**config.mk**
```make
export PLATFORM = sky130hd
export DESIGN_NAME = seg7_scan_4d
export DESIGN_NICKNAME = d
export VERILOG_FILES = /design/src/rtl/seg7_scan_4d_pkg.sv /design/src/rtl/seg7_scan_4d_ssd_decoder.sv /design/src/rtl/seg7_scan_4d.sv
export SDC_FILE = /design/constraint.sdc
export NUM_CORES = 1
export LEC_CHECK = 0
export BUFFER_PORTS_ARGS = -buffer_cell sky130_fd_sc_hd__clkbuf_2
export CORE_ASPECT_RATIO = 1.1
export CORE_MARGIN = 2
export CORE_UTILIZATION = 40
export CTS_CLUSTER_SIZE = 16
export DETAILED_ROUTE_END_ITERATION = 16
export MAX_ROUTING_LAYER = met4
export PLACE_DENSITY = 0.57
export RECOVER_POWER = 50
export SYNTH_ARGS = -nofsm -noshare
export SYNTH_HDL_FRONTEND = slang
export SYNTH_SLANG_ARGS = --single-unit
```
**constraint.sdc**
```tcl
create_clock -name clk -period 2.3 [get_ports clk]
set_input_delay 0.115 -clock clk [delete_from_list [all_inputs] [get_ports clk]]
set_output_delay 0.115 -clock clk [all_outputs]
set_load 0.02 [all_outputs]
```
**src/rtl/seg7_scan_4d_pkg.sv**
```systemverilog
// Shared encodings for the keypad entry labs: FSM states, key codes and
// active-low seven-segment patterns ordered {a,b,c,d,e,f,g,dp}.
package seg7_scan_4d_pkg;

   typedef enum logic [2:0] {
      STAT_IDLE   = 3'd0,
      STAT_DIGIT3 = 3'd1,
      STAT_DIGIT2 = 3'd2,
      STAT_DIGIT1 = 3'd3,
      STAT_DIGIT0 = 3'd4,
      STAT_RESULT = 3'd5
   } stat_e;

   localparam logic [3:0] KEY_ADD      = 4'hA;
   localparam logic [3:0] KEY_SUBTRACT = 4'hB;
   localparam logic [3:0] KEY_MULTIPLY = 4'hC;
   localparam logic [3:0] KEY_ENTER    = 4'hD;

   localparam logic [7:0] SSD_0     = 8'b0000_0011;
   localparam logic [7:0] SSD_1     = 8'b1001_1111;
   localparam logic [7:0] SSD_2     = 8'b0010_0101;
   localparam logic [7:0] SSD_3     = 8'b0000_1101;
   localparam logic [7:0] SSD_4     = 8'b1001_1001;
   localparam logic [7:0] SSD_5     = 8'b0100_1001;
   localparam logic [7:0] SSD_6     = 8'b0100_0001;
   localparam logic [7:0] SSD_7     = 8'b0001_1111;
   localparam logic [7:0] SSD_8     = 8'b0000_0001;
   localparam logic [7:0] SSD_9     = 8'b0000_1001;
   localparam logic [7:0] SSD_ADD   = 8'b1001_1101;
   localparam logic [7:0] SSD_SUB   = 8'b1110_1101;
   localparam logic [7:0] SSD_MUL   = 8'b1101_0101;
   localparam logic [7:0] SSD_ENT   = 8'b0110_0001;
   localparam logic [7:0] SSD_DASH  = 8'b1111_1101;
   localparam logic [7:0] SSD_BLANK = 8'b1111_1111;

   // The entry FSM state in which digit position idx is being edited.
   function automatic stat_e digit_stat(input logic [1:0] idx);
      stat_e s;
      case (idx)
         2'd0:    s = STAT_DIGIT0;
         2'd1:    s = STAT_DIGIT1;
         2'd2:    s = STAT_DIGIT2;
         default: s = STAT_DIGIT3;
      endcase
      return s;
   endfunction

endpackage

```
**src/rtl/seg7_scan_4d_ssd_decoder.sv**
```systemverilog
// Combinational 4-bit code to active-low seven-segment pattern decoder,
// shared with other labs.
module ssd_decoder
   import seg7_scan_4d_pkg::*;
(
   input  logic [3:0] code,
   output logic [7:0] pattern
);

   always_comb begin
      case (code)
         4'd0:         pattern = SSD_0;
         4'd1:         pattern = SSD_1;
         4'd2:         pattern = SSD_2;
         4'd3:         pattern = SSD_3;
         4'd4:         pattern = SSD_4;
         4'd5:         pattern = SSD_5;
         4'd6:         pattern = SSD_6;
         4'd7:         pattern = SSD_7;
         4'd8:         pattern = SSD_8;
         4'd9:         pattern = SSD_9;
         KEY_ADD:      pattern = SSD_ADD;
         KEY_SUBTRACT: pattern = SSD_SUB;
         KEY_MULTIPLY: pattern = SSD_MUL;
         KEY_ENTER:    pattern = SSD_ENT;
         default:      pattern = SSD_DASH;
      endcase
   end

endmodule

```
**src/rtl/seg7_scan_4d.sv**
```systemverilog
// Four-digit common-anode display scanner with edit-digit blink and optional
// leading-zero blanking; all outputs registered.
module seg7_scan_4d
   import seg7_scan_4d_pkg::*;
#(
   parameter int unsigned DIV_BITS   = 17,
   parameter int unsigned BLINK_BITS = 25,
   parameter bit          LZB        = 1'b0
) (
   input  logic       clk,
   input  logic       rst,
   input  logic [3:0] digit3,
   input  logic [3:0] digit2,
   input  logic [3:0] digit1,
   input  logic [3:0] digit0,
   input  logic [2:0] state_ctrl,
   output logic [3:0] ssd_ctl,
   output logic [7:0] ssd_out
);

   logic [DIV_BITS-1:0]   div_cnt_q,   div_cnt_d;
   logic [1:0]            scan_idx_q,  scan_idx_d;
   logic [BLINK_BITS-1:0] blink_cnt_q, blink_cnt_d;
   logic [3:0]            ssd_ctl_q,   ssd_ctl_d;
   logic [7:0]            ssd_out_q,   ssd_out_d;

   logic [3:0] code;
   logic [7:0] glyph;
   logic       blink_off;
   logic       lz_blank;

   ssd_decoder u_decoder (
      .code    (code),
      .pattern (glyph)
   );

   // NOTE: every always_comb output gets a default first, so no path can
   // leave a signal unassigned and infer a latch.
   always_comb begin
      code     = digit0;
      lz_blank = 1'b0;
      case (scan_idx_q)
         2'd0: begin
            code     = digit0;
            lz_blank = 1'b0;
         end
         2'd1: begin
            code     = digit1;
            lz_blank = (digit3 == 4'd0) && (digit2 == 4'd0) && (digit1 == 4'd0);
         end
         2'd2: begin
            code     = digit2;
            lz_blank = (digit3 == 4'd0) && (digit2 == 4'd0);
         end
         default: begin
            code     = digit3;
            lz_blank = (digit3 == 4'd0);
         end
      endcase
   end

   assign blink_off = blink_cnt_q[BLINK_BITS-1] && (state_ctrl == digit_stat(scan_idx_q));

   always_comb begin
      div_cnt_d   = div_cnt_q + 1'b1;
      blink_cnt_d = blink_cnt_q + 1'b1;
      // Advance one slot on the cycle after the divider hits all-ones.
      scan_idx_d  = (&div_cnt_q) ? scan_idx_q + 2'd1 : scan_idx_q;
      ssd_ctl_d   = ~(4'b0001 << scan_idx_q);
      if (blink_off) begin
         ssd_out_d = SSD_BLANK;
      end else if (LZB && lz_blank) begin
         ssd_out_d = SSD_BLANK;
      end else begin
         ssd_out_d = glyph;
      end
   end

   // NOTE: sequential state uses non-blocking assignments only, so every
   // flop samples the pre-edge values regardless of statement order.
   always_ff @(posedge clk) begin
      if (rst) begin
         div_cnt_q   <= '0;
         scan_idx_q  <= '0;
         blink_cnt_q <= '0;
         ssd_ctl_q   <= 4'b1111;
         ssd_out_q   <= SSD_BLANK;
      end else begin
         div_cnt_q   <= div_cnt_d;
         scan_idx_q  <= scan_idx_d;
         blink_cnt_q <= blink_cnt_d;
         ssd_ctl_q   <= ssd_ctl_d;
         ssd_out_q   <= ssd_out_d;
      end
   end

   assign ssd_ctl = ssd_ctl_q;
   assign ssd_out = ssd_out_q;

endmodule

```
# Yosys cells after proc, flatten, opt, wreduce, memory -nomap -nowiden
# Memory sizes are Yosys's and may differ from the RTL's. A register that Yosys moved wholly into a read port is not among the register bits.
# Cells that the tools add are included.
# op_classes
n_addsub	3
n_eq_ne	3
shifts	1
n_mux	2
bitwise_logic	1
reduce_logical	4
# op_table
cell	count
25-bit by 1-bit adder with 25-bit output (second input constant)	1
17-bit by 1-bit adder with 17-bit output (second input constant)	1
17-bit AND reduction	1
4-bit one-hot mux with 3 select lines	1
3-bit one-hot mux with 3 select lines	1
4-bit NOT	1
1-bit by 2-bit << shifter with 4-bit output (first input constant)	1
3-bit equality test	1
2-bit by 1-bit adder with 2-bit output (second input constant)	1
2-bit by 1-bit equality test with 1-bit output (second input constant)	1
2-bit equality test (second input constant)	1
2-bit zero test	1
2-bit OR reduction	1
1-bit logical AND	1
# word_totals
ff_bits	56
rom_bits	112
inputBits	21
out_inout_bits	12
elab_cells	20
mem_count	1
# mem_list
memory	words	word_bits	rd	rd_ports_with_merged_regs	wr	line	rtl
(name not given)	16	7	1	1	0	seg7_scan_4d_ssd_decoder.sv:11	case (code)

# Logic depth before layout (Yosys ltp)
# depth
depth_word	5
depth_mapped	11
ltp_nobuf	10

# Hierarchy
# From an unflattened synthesis, not the netlist that was laid out.
# unflattened
cells_unflattened	289
area_unflattened_um2	2708.8
# modules_own_cells
mod	instances	cells_per_inst	area_each_um2	seq_area_each_um2
seg7_scan_4d	1	259	2427.3	1121.1
ssd_decoder	1	30	281.5	0.0

# Worst setup path after synthesis
# No wires, ideal clock.
# synth_path
path_kind	flip-flop to flip-flop
start	reg scan_idx_q[0]
end	reg ssd_out_q[7] (netlist: ssd_out[7])
setup_time_ns	0.143
t_arrival_ns	2.410
required_ns	2.157
setup_slack_ns	-0.253
path_stages_with_launch	11
path_buffers	1
synth_period_minus_slack_ns	2.553
path_cell_list	dfxtp_1 > ha_1 > clkbuf_1 > inv_1 > a21oi_1 > inv_1 > ha_1 > a21boi_0 > mux2_2 > a211oi_1 > o21ai_0
# synth_via
elab_chain_len	5
elab_cells_between_ends	8
cone_classes	eq/ne: 3; mux: 2; reduce/logical: 3
# synth_rtl
element	line	rtl
from (decl)	seg7_scan_4d.sv:22	logic [1:0] scan_idx_q, scan_idx_d;
from (signal assigned)	seg7_scan_4d.sv:90	scan_idx_q <= scan_idx_d;
2-bit equality test (tied with other cells)	seg7_scan_4d_pkg.sv:39, seg7_scan_4d.sv:42	
3-bit one-hot mux with 3 select lines	seg7_scan_4d_pkg.sv:39	case (idx)
3-bit equality test	seg7_scan_4d.sv:62	assign blink_off = blink_cnt_q[BLINK_BITS-1] && (state_ctrl == digit_stat(scan_idx_q));
1-bit logical AND	seg7_scan_4d.sv:62	
2-bit OR reduction (no line)	--	
to (decl)	seg7_scan_4d.sv:25	logic [7:0] ssd_out_q, ssd_out_d;
# Several ways; a longest one is shown, not always the timed one.
# A chain may end at the register's enable or synchronous reset.

# Worst setup path after layout
# Ends and elaborated chain as after synthesis.

==> results.ini <==
[route]
detail_route.first_pass.iterations=4
detail_route.iter0.violations=70
detail_route.wl_per_cell_um=12.69
drc=0
detailroute.via_count=2260
final_antenna_net_count=0
avgViaCountPerCell=5.183
routed_wl_um=5532

[critical_path]
worst_path_max_delay_cell=sky130_fd_sc_hd__dfxtp_2
timing.critical_path.cells=buf_4 -> ha_1 -> nor2b_1 -> a21oi_4 -> inv_2 -> ha_2 -> a21boi_0 -> mux2_2 -> a211oi_2 -> o21ai_1
cp-start-kind=flop
critical-path-max-stage-delay_ns=0.35
cp.arrival_ns=2.37
critical_path.max_fanout=5
regToRegSetupSlack_ns=0.12
reg2reg_from=scan_idx_q[0]
cp_num_buf_inv=2
timing.critical_path.required_ns=2.50
cp-startpoint=scan_idx_q[0]
worst-r2r-cell-count=10
timing.critical_path.to_type=flop
criticalPathCategory=flop to flop
critical_register_to_register_path_endpoint=ssd_out[7]
crit_family=compound AO/OA/AOI/OAI gates

[floorplanning]
core_area_mm2=0.006633
placement_rows=31
start_util_pct=41.56
chipHeight_um=91.07
fp.dieArea_mm2=0.007572
die_width_um=83.15
boundaryPins=33

[placed_design]
dp_hpwl_um=4089
routabilityCongestion=0.8195
placed_area_mm2=0.003083
place_ws_ns=0.01637
io_buffer_count=31

[pwr]
power.switching_fraction_pct=23.46
power_leakage_uw=0.001206
pwr-share-comb_pct=9.0
clock_power_share_pct=36.2
switchingPower_uw=420.4
design_internal_power_uw=1371
power_per_cell_area_mw_per_mm2=550.5
power.ir.vdd_worst_mv=0.2740
pwr-share-seq_pct=54.8

[final_layout]
num_antenna_cells=0
final_cell_area_mm2=0.003254
area_delta_synth_final_pct=18.07
fin_util_pct=49.07
fill_cells=662
finish.net_count=391
drive_above_1_share_pct=22.03
most-common-layout-cells=53 x sky130_fd_sc_hd__dfxtp_1, 32 x sky130_fd_sc_hd__nor2_1, 31 x sky130_fd_sc_hd__clkbuf_2, 17 x sky130_fd_sc_hd__nand3_1
layout_commonest_cell=sky130_fd_sc_hd__dfxtp_1

[cts]
htree_num_levels=2
clk_transition_reported_paths_ns=0.10
cts_tree=built
cts_max_path_buffers=2
tritoncts.num_buffers=5
cts.sinks=55
clock_latency_ns=0.31
cts.root.buffer_cell=sky130_fd_sc_hd__clkbuf_8

[global_routing]
track_usage_pct=15.62
total_grt_overflow=0
grt_pass1_vias=2132
first_pass_grt_wire_length_um=9680
number_of_antenna_violations_at_the_first_check_in_global_routing=0
grt_start_max_net_pins=50

[synthesis]
post_synth_edffs=0
yosysWarningCount=0
syn_inst=312
async_reset_ff_share_pct=0
postSynthNetCount=350
synthesis.area_mm2=0.002756
post_synth_num_cell_types=42
yosysTopAreaCellShare_pct=39.95
synth_seq_area_share_pct=39.95
synthTopCellsByArea=sky130_fd_sc_hd__dfxtp_1 40%, sky130_fd_sc_hd__ha_1 7.7%, sky130_fd_sc_hd__xor2_1 5.1%, sky130_fd_sc_hd__nor2_1 4.4%, sky130_fd_sc_hd__xnor2_1 3.8%
synth_seq_cells=55
synth_largest_area_cell=sky130_fd_sc_hd__dfxtp_1
syn_area_per_cell_um2=8.835
synth_ff_type=sky130_fd_sc_hd__dfxtp_1

[sta]
worst_hold_slack_across_all_endpoints_ns=0.1865
number_of_max_slew_violations_in_the_final_report=0
slew-limit-headroom_pct=58.82
worst_pin_slew_ns=0.6177
fmaxAchievable_mhz=459.7
setup_tns_ns=0
min_period_ns=2.175
setup_viol=0
finalWorstSetupSlack_ns=0.1247
finClkSkew_ns=0.007587
hold_violations=0
finalCritPeriodShare_pct=94.58

[flow_run]
maxCapViolations=0

[run_status]
status=complete, no violations

[worst_hold_path]
hold-path-endpoint=ssd_out[7]
hp-start=rst
worst_hold_path.num_cells=4
timing.hold.worst.class=input pin to flop

[layout make-up]
cell class	instances	area (um^2)	share of cell area [%]
multi-input combinational	233	1620	49.79
sequential	55	1104	33.91
timing repair buffer	47	275.3	8.458
tap	82	102.6	3.153
clock buffer	6	72.57	2.230
inverter	11	41.29	1.269
clock inverter	2	38.79	1.192
[repair_timing]
item / in CTS / in global routing
setup endpoints to repair: 1 / 3
resized for setup: 0 / 16
cloned: 0 / 0
setup buffers: 1 / 1
hold buffers: 0 / 0
pin swaps: 1 / 8
[worst reg2reg max path, delay by kind of cell, from the launching register on]
kind                     cells  cell delay, ns
AO/OA/AOI/OAI                4            0.58
adder cells (fa/ha/maj)      2            0.44
flip-flops                   1            0.35
multiplexers                 1            0.28
buffers and inverters        2            0.23
AND/OR/NAND/NOR              1            0.18
[worst max-delay path by stage]
stage | end | depth (start not counted)
after global placement | ssd_out[2] | 10
after global routing | ssd_out[7] | 10
final | ssd_out[7] | 10
after CTS | ssd_out[2] | 10
after floorplan | ssd_out[2] | 11
after detailed placement | ssd_out[2] | 10
[flip-flops by register name, indices dropped and copies added, names as in the netlist]
signal       flops
blink_cnt_q     25
div_cnt_q       17
ssd_out          7
ssd_ctl          4
scan_idx_q       2
[synthesized netlist by cell type (all sizes together) (4+ instances only)]
library cell,instances
nor2b,7
and4,6
nor4,4
nand3,17
or4,4
mux2i,4
nand4,13
o21ai,18
a21oi,18
and2,4
ha,17
nor2,32
clkbuf,11
dfxtp,55
nand2b,5
or3,11
xnor2,12
a211oi,7
nand2,12
xor2,16
inv,11
[power by group through the flow]
stage	clock, uW	sequential [uW]	combinational [uW]
after global routing	714	986	178
final	648	982	161
after global placement	0	1000	152
after CTS	676	983	153
after floorplan	0	1020	81.7
after detailed placement	0	1000	153
[metal layers]
metal	track usage (%)	up-vias	share of wire [%]
met5	-	-	0
met4	4.508	0	0.72
met3	3.818	4	3.5
met2	25.13	31	48
met1	19.54	1033	48
li1	-	1192	-
[through the flow]
step | power, uW | cells
finish | 1791 | 436
global placement | 1157 | 426
floorplan | 1099 | 312
CTS | 1812 | 435
detailed placement | 1157 | 426
global route | 1878 | 436
[cell families after synthesis]
logic type                 synth area share [%]
and+or+nand+nor                           23.88
AOI/OAI and AO/OA                         13.30
DFF                                       39.95
xor gates and xnor gates                  8.897
buffers and inverters                     3.450
adders and majority gates                 7.717
muxes                                     2.678
other                                    0.1360
No activity file was read; power rests on OpenSTA's default activity.
